--- src/rtl/cpu_pkg.sv ---
// Shared CPU definitions: control-unit memory operations plus the serial SRAM
// responder's command bytes and state encoding.
package cpu_pkg;

   typedef enum logic [1:0] {
      MEM_NOP   = 2'b00,
      MEM_READ  = 2'b01,
      MEM_WRITE = 2'b10
   } mem_ctrl_op_e;

   localparam logic [7:0] SPI_CMD_READ  = 8'h03;
   localparam logic [7:0] SPI_CMD_WRITE = 8'h02;

   // Frame = command byte, 16-bit address, one data byte.
   localparam int SPI_FRAME_BITS = 32;

   typedef enum logic [1:0] {
      IDLE  = 2'b00,
      SHIFT = 2'b01,
      DONE  = 2'b10
   } spi_sram_state_e;

endpackage

--- src/rtl/spi_shift_reg.sv ---
// SPI datapath: 32-bit parallel-load transmit shifter (MSB first, zero fill)
// and 8-bit receive shifter; the parent FSM supplies all enables.
module spi_shift_reg (
   input  logic        clock,
   input  logic        reset,
   input  logic        load,
   input  logic [31:0] load_data,
   input  logic        shift_en,
   input  logic        sample_en,
   input  logic        miso,
   output logic        mosi,
   output logic [7:0]  rx_data
);

   logic [31:0] tx_q;
   logic [7:0]  rx_q;

   // Zero fill means MOSI returns to 0 after the final shift, so the line is
   // already low when chip select rises.
   always_ff @(posedge clock or posedge reset) begin
      if (reset) begin
         tx_q <= '0;
      end else if (load) begin
         tx_q <= load_data;
      end else if (shift_en) begin
         tx_q <= {tx_q[30:0], 1'b0};
      end
   end

   always_ff @(posedge clock or posedge reset) begin
      if (reset) begin
         rx_q <= '0;
      end else if (sample_en) begin
         rx_q <= {rx_q[6:0], miso};
      end
   end

   assign mosi    = tx_q[31];
   assign rx_data = rx_q;

endmodule

--- src/rtl/spi_sram_ctrl.sv ---
// Memory-side responder: turns control-unit read/write requests into single-byte
// 23LC-style SPI transactions (mode 0, SCLK = clock/2) and pulses mem_op_done.
//
// Handshake: the requester holds mem_ctrl_op (READ/WRITE) until it sees the
// one-cycle mem_op_done pulse; the request is accepted on the first IDLE edge,
// addr/data_in are sampled only then, and the request is ignored in DONE.
module spi_sram_ctrl
   import cpu_pkg::*;
#(
   parameter int DATA_BUS_WIDTH = 8,
   parameter int ADDR_WIDTH     = 16
) (
   input  logic                      clock,
   input  logic                      reset,
   input  mem_ctrl_op_e              mem_ctrl_op,
   input  logic [ADDR_WIDTH-1:0]     addr,
   input  logic [DATA_BUS_WIDTH-1:0] data_in,
   output logic [DATA_BUS_WIDTH-1:0] data_out,
   output logic                      mem_op_done,
   output logic                      spi_cs_n,
   output logic                      spi_sclk,
   output logic                      spi_mosi,
   input  logic                      spi_miso,
   output spi_sram_state_e           dbg_state
);

   spi_sram_state_e           state_q, state_d;
   logic                      phase_q, phase_d;
   logic [4:0]                bit_cnt_q, bit_cnt_d;
   logic                      is_read_q, is_read_d;
   logic                      cs_n_q, cs_n_d;
   logic                      sclk_q, sclk_d;
   logic                      done_q, done_d;
   logic [DATA_BUS_WIDTH-1:0] data_out_q, data_out_d;
   logic                      load, shift_en, sample_en;
   logic [31:0]               frame;
   logic [7:0]                rx_data;

   always_ff @(posedge clock or posedge reset) begin
      if (reset) begin
         state_q    <= IDLE;
         phase_q    <= 1'b0;
         bit_cnt_q  <= '0;
         is_read_q  <= 1'b0;
         cs_n_q     <= 1'b1;
         sclk_q     <= 1'b0;
         done_q     <= 1'b0;
         data_out_q <= '0;
      end else begin
         state_q    <= state_d;
         phase_q    <= phase_d;
         bit_cnt_q  <= bit_cnt_d;
         is_read_q  <= is_read_d;
         cs_n_q     <= cs_n_d;
         sclk_q     <= sclk_d;
         done_q     <= done_d;
         data_out_q <= data_out_d;
      end
   end

   always_comb begin
      state_d    = state_q;
      phase_d    = phase_q;
      bit_cnt_d  = bit_cnt_q;
      is_read_d  = is_read_q;
      cs_n_d     = cs_n_q;
      sclk_d     = sclk_q;
      done_d     = 1'b0;
      data_out_d = data_out_q;
      load       = 1'b0;
      shift_en   = 1'b0;
      sample_en  = 1'b0;
      frame      = {SPI_CMD_WRITE, addr[15:0], data_in};

      case (state_q)
         IDLE: begin
            cs_n_d    = 1'b1;
            sclk_d    = 1'b0;
            phase_d   = 1'b0;
            bit_cnt_d = '0;
            if (mem_ctrl_op == MEM_READ || mem_ctrl_op == MEM_WRITE) begin
               is_read_d = (mem_ctrl_op == MEM_READ);
               if (mem_ctrl_op == MEM_READ) begin
                  frame = {SPI_CMD_READ, addr[15:0], 8'h00};
               end
               load    = 1'b1;
               cs_n_d  = 1'b0;
               state_d = SHIFT;
            end
         end

         SHIFT: begin
            if (!phase_q) begin
               // Rising SCLK edge: the SRAM's MISO is sampled here.
               sclk_d    = 1'b1;
               sample_en = 1'b1;
               phase_d   = 1'b1;
            end else begin
               sclk_d   = 1'b0;
               shift_en = 1'b1;
               phase_d  = 1'b0;
               if (bit_cnt_q == 5'(SPI_FRAME_BITS - 1)) begin
                  state_d = DONE;
                  cs_n_d  = 1'b1;
                  done_d  = 1'b1;
                  if (is_read_q) begin
                     data_out_d = rx_data;
                  end
               end else begin
                  bit_cnt_d = bit_cnt_q + 5'd1;
               end
            end
         end

         DONE: begin
            state_d   = IDLE;
            cs_n_d    = 1'b1;
            sclk_d    = 1'b0;
            phase_d   = 1'b0;
            bit_cnt_d = '0;
         end

         default: begin
            state_d = IDLE;
            cs_n_d  = 1'b1;
            sclk_d  = 1'b0;
         end
      endcase
   end

   spi_shift_reg u_shift (
      .clock     (clock),
      .reset     (reset),
      .load      (load),
      .load_data (frame),
      .shift_en  (shift_en),
      .sample_en (sample_en),
      .miso      (spi_miso),
      .mosi      (spi_mosi),
      .rx_data   (rx_data)
   );

   assign data_out    = data_out_q;
   assign mem_op_done = done_q;
   assign spi_cs_n    = cs_n_q;
   assign spi_sclk    = sclk_q;
   assign dbg_state   = state_q;

endmodule

--- config.mk ---
export PLATFORM = sky130hd
export DESIGN_NAME = spi_sram_ctrl
export DESIGN_NICKNAME = d
export VERILOG_FILES = /design/src/rtl/cpu_pkg.sv /design/src/rtl/spi_shift_reg.sv /design/src/rtl/spi_sram_ctrl.sv
export SDC_FILE = /design/constraint.sdc
export NUM_CORES = 1
export LEC_CHECK = 0
export CORE_ASPECT_RATIO = 0.7
export CORE_MARGIN = 5
export CORE_UTILIZATION = 52
export DETAILED_ROUTE_END_ITERATION = 8
export DONT_BUFFER_PORTS = 1
export PLACE_DENSITY = 0.78
export RECOVER_POWER = 100
export SYNTH_ARGS = -nofsm -noshare
export SYNTH_HDL_FRONTEND = slang
export SYNTH_SLANG_ARGS = --single-unit
--- constraint.sdc ---
create_clock -name clock -period 4.3 [get_ports clock]
set_input_delay 0.86 -clock clock [delete_from_list [all_inputs] [get_ports clock]]
set_output_delay 0.86 -clock clock [all_outputs]
set_load 0.005 [all_outputs]
==> report_table.html <==
<table>
<tr><th>Metric</th><th>Value</th></tr>
<tr><th colspan="2">Setup path</th></tr>
<tr><td>CP max FO</td><td>36</td></tr>
<tr><td>Start-to-end type of the worst setup path</td><td>primary input to asynchronous set/reset pin</td></tr>
<tr><td>Worst Path Buf+Inv</td><td>2</td></tr>
<tr><td>Arrival time worst endpoint</td><td>2.90 ns</td></tr>
<tr><td>CP top delay family</td><td>buffers and inverters</td></tr>
<tr><td>Setup crit start kind</td><td>primary input</td></tr>
<tr><td>Category of the worst setup path capture point</td><td>asynchronous set/reset pin</td></tr>
<tr><td>Highest cell delay on the worst timing path</td><td>1.39 ns</td></tr>
<tr><td>Worst-path cell chain</td><td>inv_1 &gt; clkbuf_1</td></tr>
<tr><td>Data required time of the critical path</td><td>4.39 ns</td></tr>
<tr><td>Slowest cell on the critical path</td><td>sky130_fd_sc_hd__clkbuf_1</td></tr>
<tr><th colspan="2">Clocking</th></tr>
<tr><td>Clock Tree Buf Depth</td><td>2</td></tr>
<tr><td>H-tree Lvls</td><td>3</td></tr>
<tr><td># resized after CTS</td><td>0</td></tr>
<tr><td>Clock buffers created by TritonCTS</td><td>9</td></tr>
<tr><td>CTS clock-pin slew for the worst setup and hold paths</td><td>0.06 ns</td></tr>
<tr><td>CTS tree</td><td>yes</td></tr>
<tr><td>Total number of clock tree sinks</td><td>60</td></tr>
<tr><td>Post-cts hold buffer count</td><td>0</td></tr>
<tr><td>Number of post-CTS setup repair buffers</td><td>0</td></tr>
<tr><td>Clk Tree Root Cell</td><td>sky130_fd_sc_hd__clkbuf_8</td></tr>
<tr><td>Clock latency at the later pin of the worst-skew pair</td><td>0.34 ns</td></tr>
<tr><th colspan="2">STA</th></tr>
<tr><td>Slew headroom</td><td>-22.68%</td></tr>
<tr><td>Final critical delay including setup and external delays</td><td>2.811 ns</td></tr>
<tr><td>Hold violation count in the final report</td><td>0</td></tr>
<tr><td>Unrepaired setup endpoints after global routing</td><td>no</td></tr>
<tr><td>Setup skew after layout</td><td>0.006265 ns</td></tr>
<tr><td>Final setup fails</td><td>0</td></tr>
<tr><td>Accumulated negative setup slack</td><td>0 ns</td></tr>
<tr><td>Actual slew at the worst max-slew pin</td><td>1.840 ns</td></tr>
<tr><td>Highest clock rate</td><td>355.7 MHz</td></tr>
<tr><td>Final worst path period share</td><td>65.37%</td></tr>
<tr><td>Hold WS</td><td>0.4757 ns</td></tr>
<tr><td>Final Max Tran Viols</td><td>37</td></tr>
<tr><th colspan="2">Routing</th></tr>
<tr><td>Number of routed nets with antenna violations</td><td>0</td></tr>
<tr><td>DRC violations left</td><td>0</td></tr>
<tr><td>Initial DRC count</td><td>110</td></tr>
<tr><td>Post-Route WL</td><td>4.845 mm</td></tr>
<tr><td>Average vias per placed instance</td><td>5.484</td></tr>
<tr><td>Total via count in the routed design</td><td>1744</td></tr>
<tr><td>Post-detailed-route wirelength per cell</td><td>15.24 um</td></tr>
<tr><td>Iteration count of the initial detailed-routing pass</td><td>4</td></tr>
<tr><th colspan="2">Yosys</th></tr>
<tr><td>Number of warning messages in the yosys log</td><td>0</td></tr>
<tr><td>Count of flip-flops with a built-in enable after synthesis</td><td>0</td></tr>
<tr><td>Cell taking the most area after synthesis</td><td>sky130_fd_sc_hd__dfrtp_1</td></tr>
<tr><td>Flip-flop and latch count after synthesis</td><td>60</td></tr>
<tr><td>Share of flip-flops with an asynchronous set or reset</td><td>100.0%</td></tr>
<tr><td>Sequential-to-total area share from yosys stat</td><td>57.52%</td></tr>
<tr><td>Post-synthesis cell count</td><td>249</td></tr>
<tr><td>Synthesized area per cell</td><td>10.49 um2</td></tr>
<tr><td>Fraction of post-synthesis cell area in the top cell type by area</td><td>56.51%</td></tr>
<tr><td>Ranking of synthesized cells by area</td><td>sky130_fd_sc_hd__dfrtp_1 57%, sky130_fd_sc_hd__a21oi_1 10%, sky130_fd_sc_hd__mux2_2 6.9%, sky130_fd_sc_hd__nand2_1 5.7%, sky130_fd_sc_hd__nor2_1 2.6%</td></tr>
<tr><td>Post-synth net total</td><td>283</td></tr>
<tr><td>Most used DFF post-synth</td><td>sky130_fd_sc_hd__dfrtp_1</td></tr>
<tr><td>Post-synthesis cell area</td><td>0.002613 mm2</td></tr>
<tr><td>Number of distinct library cell variants in the gate-level netlist after synthesis</td><td>41</td></tr>
<tr><th colspan="2">Pwr</th></tr>
<tr><td>Power per unit of standard cell area</td><td>683.2 mW/mm2</td></tr>
<tr><td>Power consumption</td><td>0.001900 W</td></tr>
<tr><td>Leakage</td><td>1.290 nW</td></tr>
<tr><td>Worst ir drop on vdd</td><td>0.3354 mV</td></tr>
<tr><th colspan="2">Run status</th></tr>
<tr><td>Status</td><td>finished with violations</td></tr>
<tr><td>Failing checks</td><td>max-capacitance violations, max-slew violations</td></tr>
<tr><th colspan="2">Die</th></tr>
<tr><td>Boundary Pins</td><td>43</td></tr>
<tr><td>Placeable Area</td><td>0.004835 mm2</td></tr>
<tr><td>Die X-Extent</td><td>94.72 um</td></tr>
<tr><td>Die outline area</td><td>0.006565 mm2</td></tr>
<tr><td>Initial Util</td><td>54.04%</td></tr>
<tr><td># rows</td><td>21</td></tr>
<tr><td>Chip Height</td><td>69.31 um</td></tr>
<tr><th colspan="2">Placement</th></tr>
<tr><td>Placed wire-length estimate</td><td>3.192 mm</td></tr>
<tr><td>Weighted congestion reported at the end of routability-driven placement</td><td>0.7047</td></tr>
<tr><td>Cell area after placement</td><td>0.002630 mm2</td></tr>
<tr><td>I/O Buffers</td><td>0</td></tr>
<tr><th colspan="2">GRT</th></tr>
<tr><td>Global route overflow</td><td>0</td></tr>
<tr><td>All-layer global routing usage</td><td>16.49%</td></tr>
<tr><td>Maximum number of pins on one net before global-route repair</td><td>37</td></tr>
<tr><td>First-pass GRT wire length</td><td>8.286 mm</td></tr>
<tr><td>Number of antenna violations at the first check in global routing</td><td>0</td></tr>
<tr><td>Number of global-route vias before repair</td><td>1698</td></tr>
<tr><th colspan="2">Min path</th></tr>
<tr><td>Path type of the worst min-delay path</td><td>register to register</td></tr>
<tr><th colspan="2">Final layout</th></tr>
<tr><td>Most common library cell in the layout ignoring fill and taps</td><td>sky130_fd_sc_hd__dfrtp_1</td></tr>
<tr><td>Final Instance Area</td><td>0.002781 mm2</td></tr>
<tr><td>Diodes inserted</td><td>0</td></tr>
<tr><td>Top library cells by usage in the layout, fill and taps aside</td><td>59 x sky130_fd_sc_hd__dfrtp_1, 53 x sky130_fd_sc_hd__a21oi_1, 41 x sky130_fd_sc_hd__nand2_1</td></tr>
<tr><td>Share of final-layout standard cells stronger than drive strength 1</td><td>12.45%</td></tr>
<tr><td>Number of nets in the finished design</td><td>280</td></tr>
<tr><td>Area growth from synthesis to layout</td><td>6.466%</td></tr>
<tr><td>Fill cell count</td><td>423</td></tr>
<tr><th colspan="2">Flow run</th></tr>
<tr><td>Max-cap violation count</td><td>1</td></tr>
</table>
## report_power, final
part	internal [W]	total [W]	switching, W
sequential	0.000784	0.000924	0.000140
clock	0.000259	0.000459	0.000199
combinational	0.000230	0.000518	0.000288
## state kept, by name, summed over array words and instances (netlist names)
register,flops
u_shift.tx_q,32
data_out,8
u_shift.rx_data,8
bit_cnt_q,5
dbg_state,2
is_read_q,1
mem_op_done,1
phase_q,1
spi_cs_n,1
spi_sclk,1
## logic make-up (layout without fill, tap and decap cells)
kind of cell,Yosys count,after routing,synth area share [%]
AO/OA/AOI/OAI,66,66,13.75
XOR/XNOR,2,2,0.6706
adder cells (fa/ha/maj),5,5,2.395
buffers and inverters,22,22,4.453
flip-flops,60,60,57.52
multiplexers,18,18,7.663
AND/OR/NAND/NOR,76,76,13.55
## layer usage
layer / global-route usage, % / up-vias / part of all wire [%]
li1: - / 841 / -
met1: 21.99 / 845 / 45
met2: 22.81 / 51 / 45
met3: 9.002 / 7 / 8.8
met4: 5.280 / 0 / 1.4
met5: 0 / - / 0
## worst paths after layout
path                            depth (start not counted)                  to  slack (ns)            from
worst max register to register                          3        bit_cnt_q[4]        2.03    dbg_state[0]
min in group asynchronous                               1  u_shift.rx_data[0]        0.60           reset
max in group clock                                      6     u_shift.tx_q[6]        2.01  mem_ctrl_op[0]
worst min register to register                          1        bit_cnt_q[3]        0.48    bit_cnt_q[3]
worst max-delay path                                    2    u_shift.tx_q[25]        1.49           reset
worst min-delay path                                    1        bit_cnt_q[3]        0.48    bit_cnt_q[3]
## cells in the mapped netlist, types with 2 or more instances
cell type	instances
sky130_fd_sc_hd__a21boi_0	2
sky130_fd_sc_hd__a21oi_1	53
sky130_fd_sc_hd__a22o_1	2
sky130_fd_sc_hd__a22oi_1	2
sky130_fd_sc_hd__and2_1	2
sky130_fd_sc_hd__buf_2	8
sky130_fd_sc_hd__buf_6	3
sky130_fd_sc_hd__clkbuf_1	4
sky130_fd_sc_hd__dfrtp_1	59
sky130_fd_sc_hd__ha_1	5
sky130_fd_sc_hd__inv_1	4
sky130_fd_sc_hd__mux2_2	16
sky130_fd_sc_hd__mux2i_1	2
sky130_fd_sc_hd__nand2_1	40
sky130_fd_sc_hd__nand3_1	3
sky130_fd_sc_hd__nor2_1	18
sky130_fd_sc_hd__o21ai_0	2
## layout make-up
class | count | area [um2] | share of cell area [%]
sequential | 60 | 1503 | 54.03
multi-input combinational | 167 | 991.0 | 35.63
clock buffer | 11 | 131.4 | 4.723
tap | 69 | 86.33 | 3.104
clock inverter | 3 | 40.04 | 1.439
inverter | 5 | 18.77 | 0.6748
timing repair buffer | 3 | 11.26 | 0.4049
## through the flow
step | setup slack (ns) | std cells | utilization (%)
2_1_floorplan | 1.957 | 249 | -
3_3_place_gp | 1.810 | 304 | 54.40
3_5_place_dp | 1.743 | 304 | 54.40
4_1_cts | 2.025 | 318 | 57.95
5_1_grt | 0.9569 | 318 | 57.53
6_report | 1.489 | 318 | 57.53
(Power assumes the default switching activity.)
==> patch 1: new RTL, same settings <==
Reset style: synchronous (`reset`), changed in 3 clocked blocks.
--- a/src/rtl/spi_shift_reg.sv
+++ b/src/rtl/spi_shift_reg.sv
@@ -17,7 +17,7 @@
 
    // Zero fill means MOSI returns to 0 after the final shift, so the line is
    // already low when chip select rises.
-   always_ff @(posedge clock or posedge reset) begin
+   always_ff @(posedge clock) begin
       if (reset) begin
          tx_q <= '0;
       end else if (load) begin
@@ -27,7 +27,7 @@
       end
    end
 
-   always_ff @(posedge clock or posedge reset) begin
+   always_ff @(posedge clock) begin
       if (reset) begin
          rx_q <= '0;
       end else if (sample_en) begin
--- a/src/rtl/spi_sram_ctrl.sv
+++ b/src/rtl/spi_sram_ctrl.sv
@@ -36,7 +36,7 @@
    logic [31:0]               frame;
    logic [7:0]                rx_data;
 
-   always_ff @(posedge clock or posedge reset) begin
+   always_ff @(posedge clock) begin
       if (reset) begin
          state_q    <= IDLE;
          phase_q    <= 1'b0;
Formal check against the unedited RTL: differs if reset is asserted again (counterexample within 4 cycles, from zero or initial values and one cycle with reset high); with reset held inactive, the same outputs for 10 cycles.
==> patch 1 against the original RTL <==
The flow still finishes with violations (capacitance limit, slew limit). Critical path depth increased by 2. Design area decreased by 7.0%. Worst setup slack got worse by 0.21 ns. First-iteration DRC count increased by 43%. Synthesized area decreased by 6.1%. Sequential cell count unchanged. Via count increased by 7.9%. Routed wire length increased by 2.4%. Non-clock buffer count unchanged. Critical path type is now reg2reg. Largest cell class unchanged.
Power is not compared: it rests on default switching activity, and its combinational part moved more than twofold at a synthesized area within 25%.
==> patch 1: results (changes against the original RTL) <==
- Iter 0 DRT Violations: 157 (+43%)
- N_diodes: 0 (unchanged)
- Largest register FFs: 32 (unchanged)
- Crit-path max FO: 28 (-22%)
- First-pass GRT wire length: 8.56 mm (+3.3%)
- Crit path launch type: flip-flop
- Pin slew with the least headroom to its limit: 1.96 ns (+0.122 ns)
- Clock Skew: 0.00754 ns (+0.00128 ns)
- Failing checks: capacitance limit, slew limit
- Dpl cells: 294 (-3.3%)
- Largest net degree at the start of global routing: 29 (-22%)
- Final nets: 284 (+1.4%)
- Crit path capture type: flip-flop
- Critical Path AT: 3.29 ns (+0.39 ns)
- VDD IR max: about 0.28 mV
- CTS max path bufs: 2 (unchanged)
- Worst hold-check path type: reg2reg
- Core Area: 4450 sq um (-7.9%)
- Clk slew on worst S/H paths: 0.06 ns (about the same)
- Synth unique cells: 32 (-22%)
- Seq/Total Area, Yosys: 0.490 (-0.0856)
- CTS H-tree lvls: 3 (unchanged)
- Max incr delay on CP: 1.51 ns (+0.12 ns)
- Vias in the first global route: 1814 (+6.8%)
- DP HPWL: 3.20 mm (+0.21%)
- Inserted Clock Buffers: 9 (unchanged)
- CP top delay family: simple AND/OR/NAND/NOR gates
- RR Startpoint: dbg_state[0]
- Drt wl/cell: 16.0 um (+5.0%)
- Post-synthesis async set-or-reset flop share: 0 (-1.00)
- Vias per inst: 6.07 (+11%)
- # resized after CTS: 0 (unchanged)
- GPL Wtd Cong: 0.786 (+12%)
- Largest Register: u_shift.tx_q
- Synth top cells by count: dfxtp_1, nand2_1, a32oi_1, o2bb2ai_1
- Status: finished with violations
- Synth warn: 0 (unchanged)
- Number of max-cap violations: 1 (unchanged)
- Share of layout cells above drive strength 1: 0.0706 (-0.0539)
- Hold Violations, Final: 0 (unchanged)
- Worst R2R End: u_shift.tx_q[17]
- Gate Count Post-Synth: 258 (+3.6%)
- Dpl ws: 1.99 ns (+0.242 ns)
- Initial antenna violation count: 0 (unchanged)
- Worst-Skew Late Latency: 0.34 ns (about the same)
- FMAX: 331 MHz (-7.1%)
- PortBufs: 0 (unchanged)
- Ranking of synthesized cells by area: dfxtp_1, mux2i_1, a32oi_1
- Max Slew Vio Count: 18 (-51%)
- Filler cell count: 405 (-4.3%)
- Pre-antenna DRT Iters: 4 (unchanged)
- Setup bufs post-CTS: 0 (unchanged)
- DRC viols: 0 (unchanged)
- Final non-filler cell total: 310 (-2.5%)
- FF-to-FF setup slack: 1.27 ns (-0.76 ns)
- Cell depth of the worst flop-to-flop path: 4 (+1)
- Total GRT Usage: 0.177 (+0.0121)
- Static leakage: about 0.88 nW
- CP max stage cell: nor3_1
patch 1: kinds of logic after synthesis:
| family | Yosys count | synth area share |
|---|---|---|
| compound gates | 56 | 0.170 |
| mux | 16 | 0.0653 |
| simple gates | 93 | 0.192 |
| buf+inv | 25 | 0.0469 |
| flops | 60 | 0.490 |
| fa+ha+maj | 5 | 0.0255 |
| xor+xnor | 3 | 0.0107 |
patch 1: area by class of cell:
cell class,count,area share
multi-input cells,173,0.433
inverters,3,0.00435
clock buffers,11,0.0547
clock inverters,5,0.0106
flip-flops and latches,60,0.464
repair buffers,3,0.00581
well taps,55,0.0266
patch 1: worst min path at each step:
stage / to / from / cells past startpoint / slack [ns]
after CTS: is_read_q / is_read_q / 2 / 0.45
after global routing: is_read_q / is_read_q / 2 / 0.47
after detailed placement: u_shift.tx_q[30] / u_shift.tx_q[29] / 2 / 0.44
final: is_read_q / is_read_q / 2 / 0.45
after global placement: u_shift.tx_q[30] / u_shift.tx_q[29] / 2 / 0.43
after floorplan: u_shift.tx_q[24] / u_shift.tx_q[24] / 1 / 0.43
patch 1: power by group:
part	internal, W	switching (W)
combinational	0.0000390	0.0000526
sequential	0.000584	0.0000265
clock	0.000220	0.000219
patch 1: tightest hold or removal path: stages, from the launching register on:
cell,delay (ns)
dfxtp_1,0.31
nand2_1,0.05
a21oi_1,0.05
patch 1: through the flow:
stage          power [W]  area, sq um
6_report         0.00114         2590
5_1_grt          0.00120         2590
4_1_cts          0.00115         2610
3_5_place_dp    0.000716         2440
3_3_place_gp    0.000714         2440
2_1_floorplan   0.000702         2450
patch 1: routing by layer:
metal  vias to the layer above  track usage  part of all wire
li1                        921            -                 -
met1                       899        0.220              0.49
met2                        50        0.276              0.44
met3                        11       0.0780             0.057
met4                         0       0.0611             0.016
met5                         -            0                 0
==> patch 2: new RTL, same flow settings <==
Without the edit above. `data_out_q` no longer has a reset.
--- a/src/rtl/spi_sram_ctrl.sv
+++ b/src/rtl/spi_sram_ctrl.sv
@@ -45,7 +45,6 @@
          cs_n_q     <= 1'b1;
          sclk_q     <= 1'b0;
          done_q     <= 1'b0;
-         data_out_q <= '0;
       end else begin
          state_q    <= state_d;
          phase_q    <= phase_d;
@@ -54,8 +53,11 @@
          cs_n_q     <= cs_n_d;
          sclk_q     <= sclk_d;
          done_q     <= done_d;
-         data_out_q <= data_out_d;
       end
+   end
+
+   always_ff @(posedge clock) begin
+      data_out_q <= data_out_d;
    end
 
    always_comb begin
Function: same outputs for any inputs over 10 cycles, from zero or initial values and one cycle with reset high; that may be too few to reach the edited logic, so the function may still have changed.
==> patch 2 against the original RTL <==
The flow still finishes with violations (capacitance limit, slew limit). Sequential cell count unchanged. Power down 0.83%. Worst setup slack better by 0.039 ns. Routed wire length down 7.0%. Non-clock buffer count down 2. Design area down 2.3%. Critical path depth up 1. Synthesized area down 1.6%. Highest routed layer unchanged.
==> patch 2: results (changes against the original RTL) <==
- Register Area: 1540 sq um (+2.7%)
- WL final: 4.51 mm (-7.0%)
- Total GRT Usage: 0.163 (-0.00202)
- Number of max-cap violations: 1 (unchanged)
- Worst R2R End: data_out[0]
- Clk root buf: clkbuf_8
- Clk slew on worst S/H paths: 0.06 ns (about the same)
- Status: finished with violations
- Hold Crit Endpoint: data_out[7]
- Vias in the first global route: 1586 (-6.6%)
- DP HPWL: 2.92 mm (-8.6%)
- Ranking of synthesized cells by area: dfrtp_1, a21oi_1, edfxtp_1
- Inserted Clock Buffers: 9 (unchanged)
- First-pass GRT wire length: 7.76 mm (-6.4%)
- Static leakage: 1.20 nW (-6.7%)
- Max Slew Vio Count: 53 (+43%)
- Synth unique cells: 38 (-7.3%)
- Seq/Total Area, Yosys: 0.600 (+0.0251)
- Gate Count Post-Synth: 242 (-2.8%)
- GPL Wtd Cong: 0.747 (+6.0%)
- Share of layout cells above drive strength 1: 0.103 (-0.0216)
- Mapped Nets: 276 (-2.5%)
- Largest register FFs: 32 (unchanged)
- Vias per inst: 5.36 (-2.2%)
- CP top delay family: buffers and inverters
- Cell depth of the worst flop-to-flop path: 3 (unchanged)
- Largest Register: u_shift.tx_q
- Iter 0 DRT Violations: 162 (+47%)
- Synth top cells by count: a21oi_1, dfrtp_1, nand2_1, nor2_1
- Initial antenna violation count: 0 (unchanged)
- CP max stage cell: clkbuf_1
- Crit-path max FO: 33 (-8.3%)
- Post-synth EDFFs: 8 (+8)
- Filler cell count: 449 (+6.1%)
- Worst hold-check path type: reg2reg
- Largest net degree at the start of global routing: 53 (+43%)
- Final non-filler cell total: 312 (-1.9%)
- Critical Path AT: 2.77 ns (-0.13 ns)
- Post-DP Area: 2570 sq um (-2.2%)
- FF-to-FF setup slack: 1.53 ns (-0.50 ns)
- Clock Skew: 0.00614 ns (-0.000125 ns)
- Worst-Skew Late Latency: ~0.33 ns
- Pin slew with the least headroom to its limit: 1.89 ns (+0.0513 ns)
- Dpl cells: 296 (-2.6%)
- Hold path start: u_shift.rx_data[7]
- Post-synthesis async set-or-reset flop share: 0.867 (-0.133)
- Final nets: 272 (-2.9%)
- Max incr delay on CP: 1.00 ns (-0.39 ns)
- Hold Path Cell Cnt: 0 (-1)
- Failing checks: capacitance limit, slew limit
- VDD IR max: 0.331 mV (-1.3%)
- Setup CP Type: reg2reg
[patch 2: final cells by class]
type,count,area share
clock buffers,10,0.0470
flip-flops and latches,60,0.568
repair buffers,1,0.00138
clock inverters,6,0.0115
well taps,69,0.0318
multi-input cells,161,0.334
inverters,5,0.00691
[patch 2: per-layer routing]
metal  global-route usage  routed length, um
met2                0.220               1960
met5                    0                  0
met4               0.0541                 36
met3               0.0944                360
met1                0.218               2150
[patch 2: logic make-up (layout without fill, tap and decap cells)]
family / after synthesis / after routing / share of synthesized area
compound gates: 62 / 62 / 0.130
mux: 12 / 12 / 0.0506
xor+xnor: 2 / 2 / 0.00682
fa+ha+maj: 5 / 5 / 0.0243
simple gates: 80 / 80 / 0.142
buf+inv: 21 / 22 / 0.0458
flops: 60 / 60 / 0.600
[patch 2: power breakdown]
part           total [W]  switching [W]  internal, W
registers       0.000943       0.000136     0.000807
logic           0.000533       0.000293     0.000240
clock network   0.000409       0.000207     0.000202
total            0.00188       0.000636      0.00125
[patch 2: metrics by stage]
step | total power (W) | hold slack [ns] | setup WS (ns)
2_1_floorplan | 0.00140 | 0.421 | 2.18
3_3_place_gp | 0.00146 | 0.431 | 1.73
3_5_place_dp | 0.00150 | 0.443 | 1.68
4_1_cts | 0.00191 | 0.461 | 2.04
5_1_grt | 0.00204 | 0.479 | 1.27
6_report | 0.00188 | 0.466 | 1.53
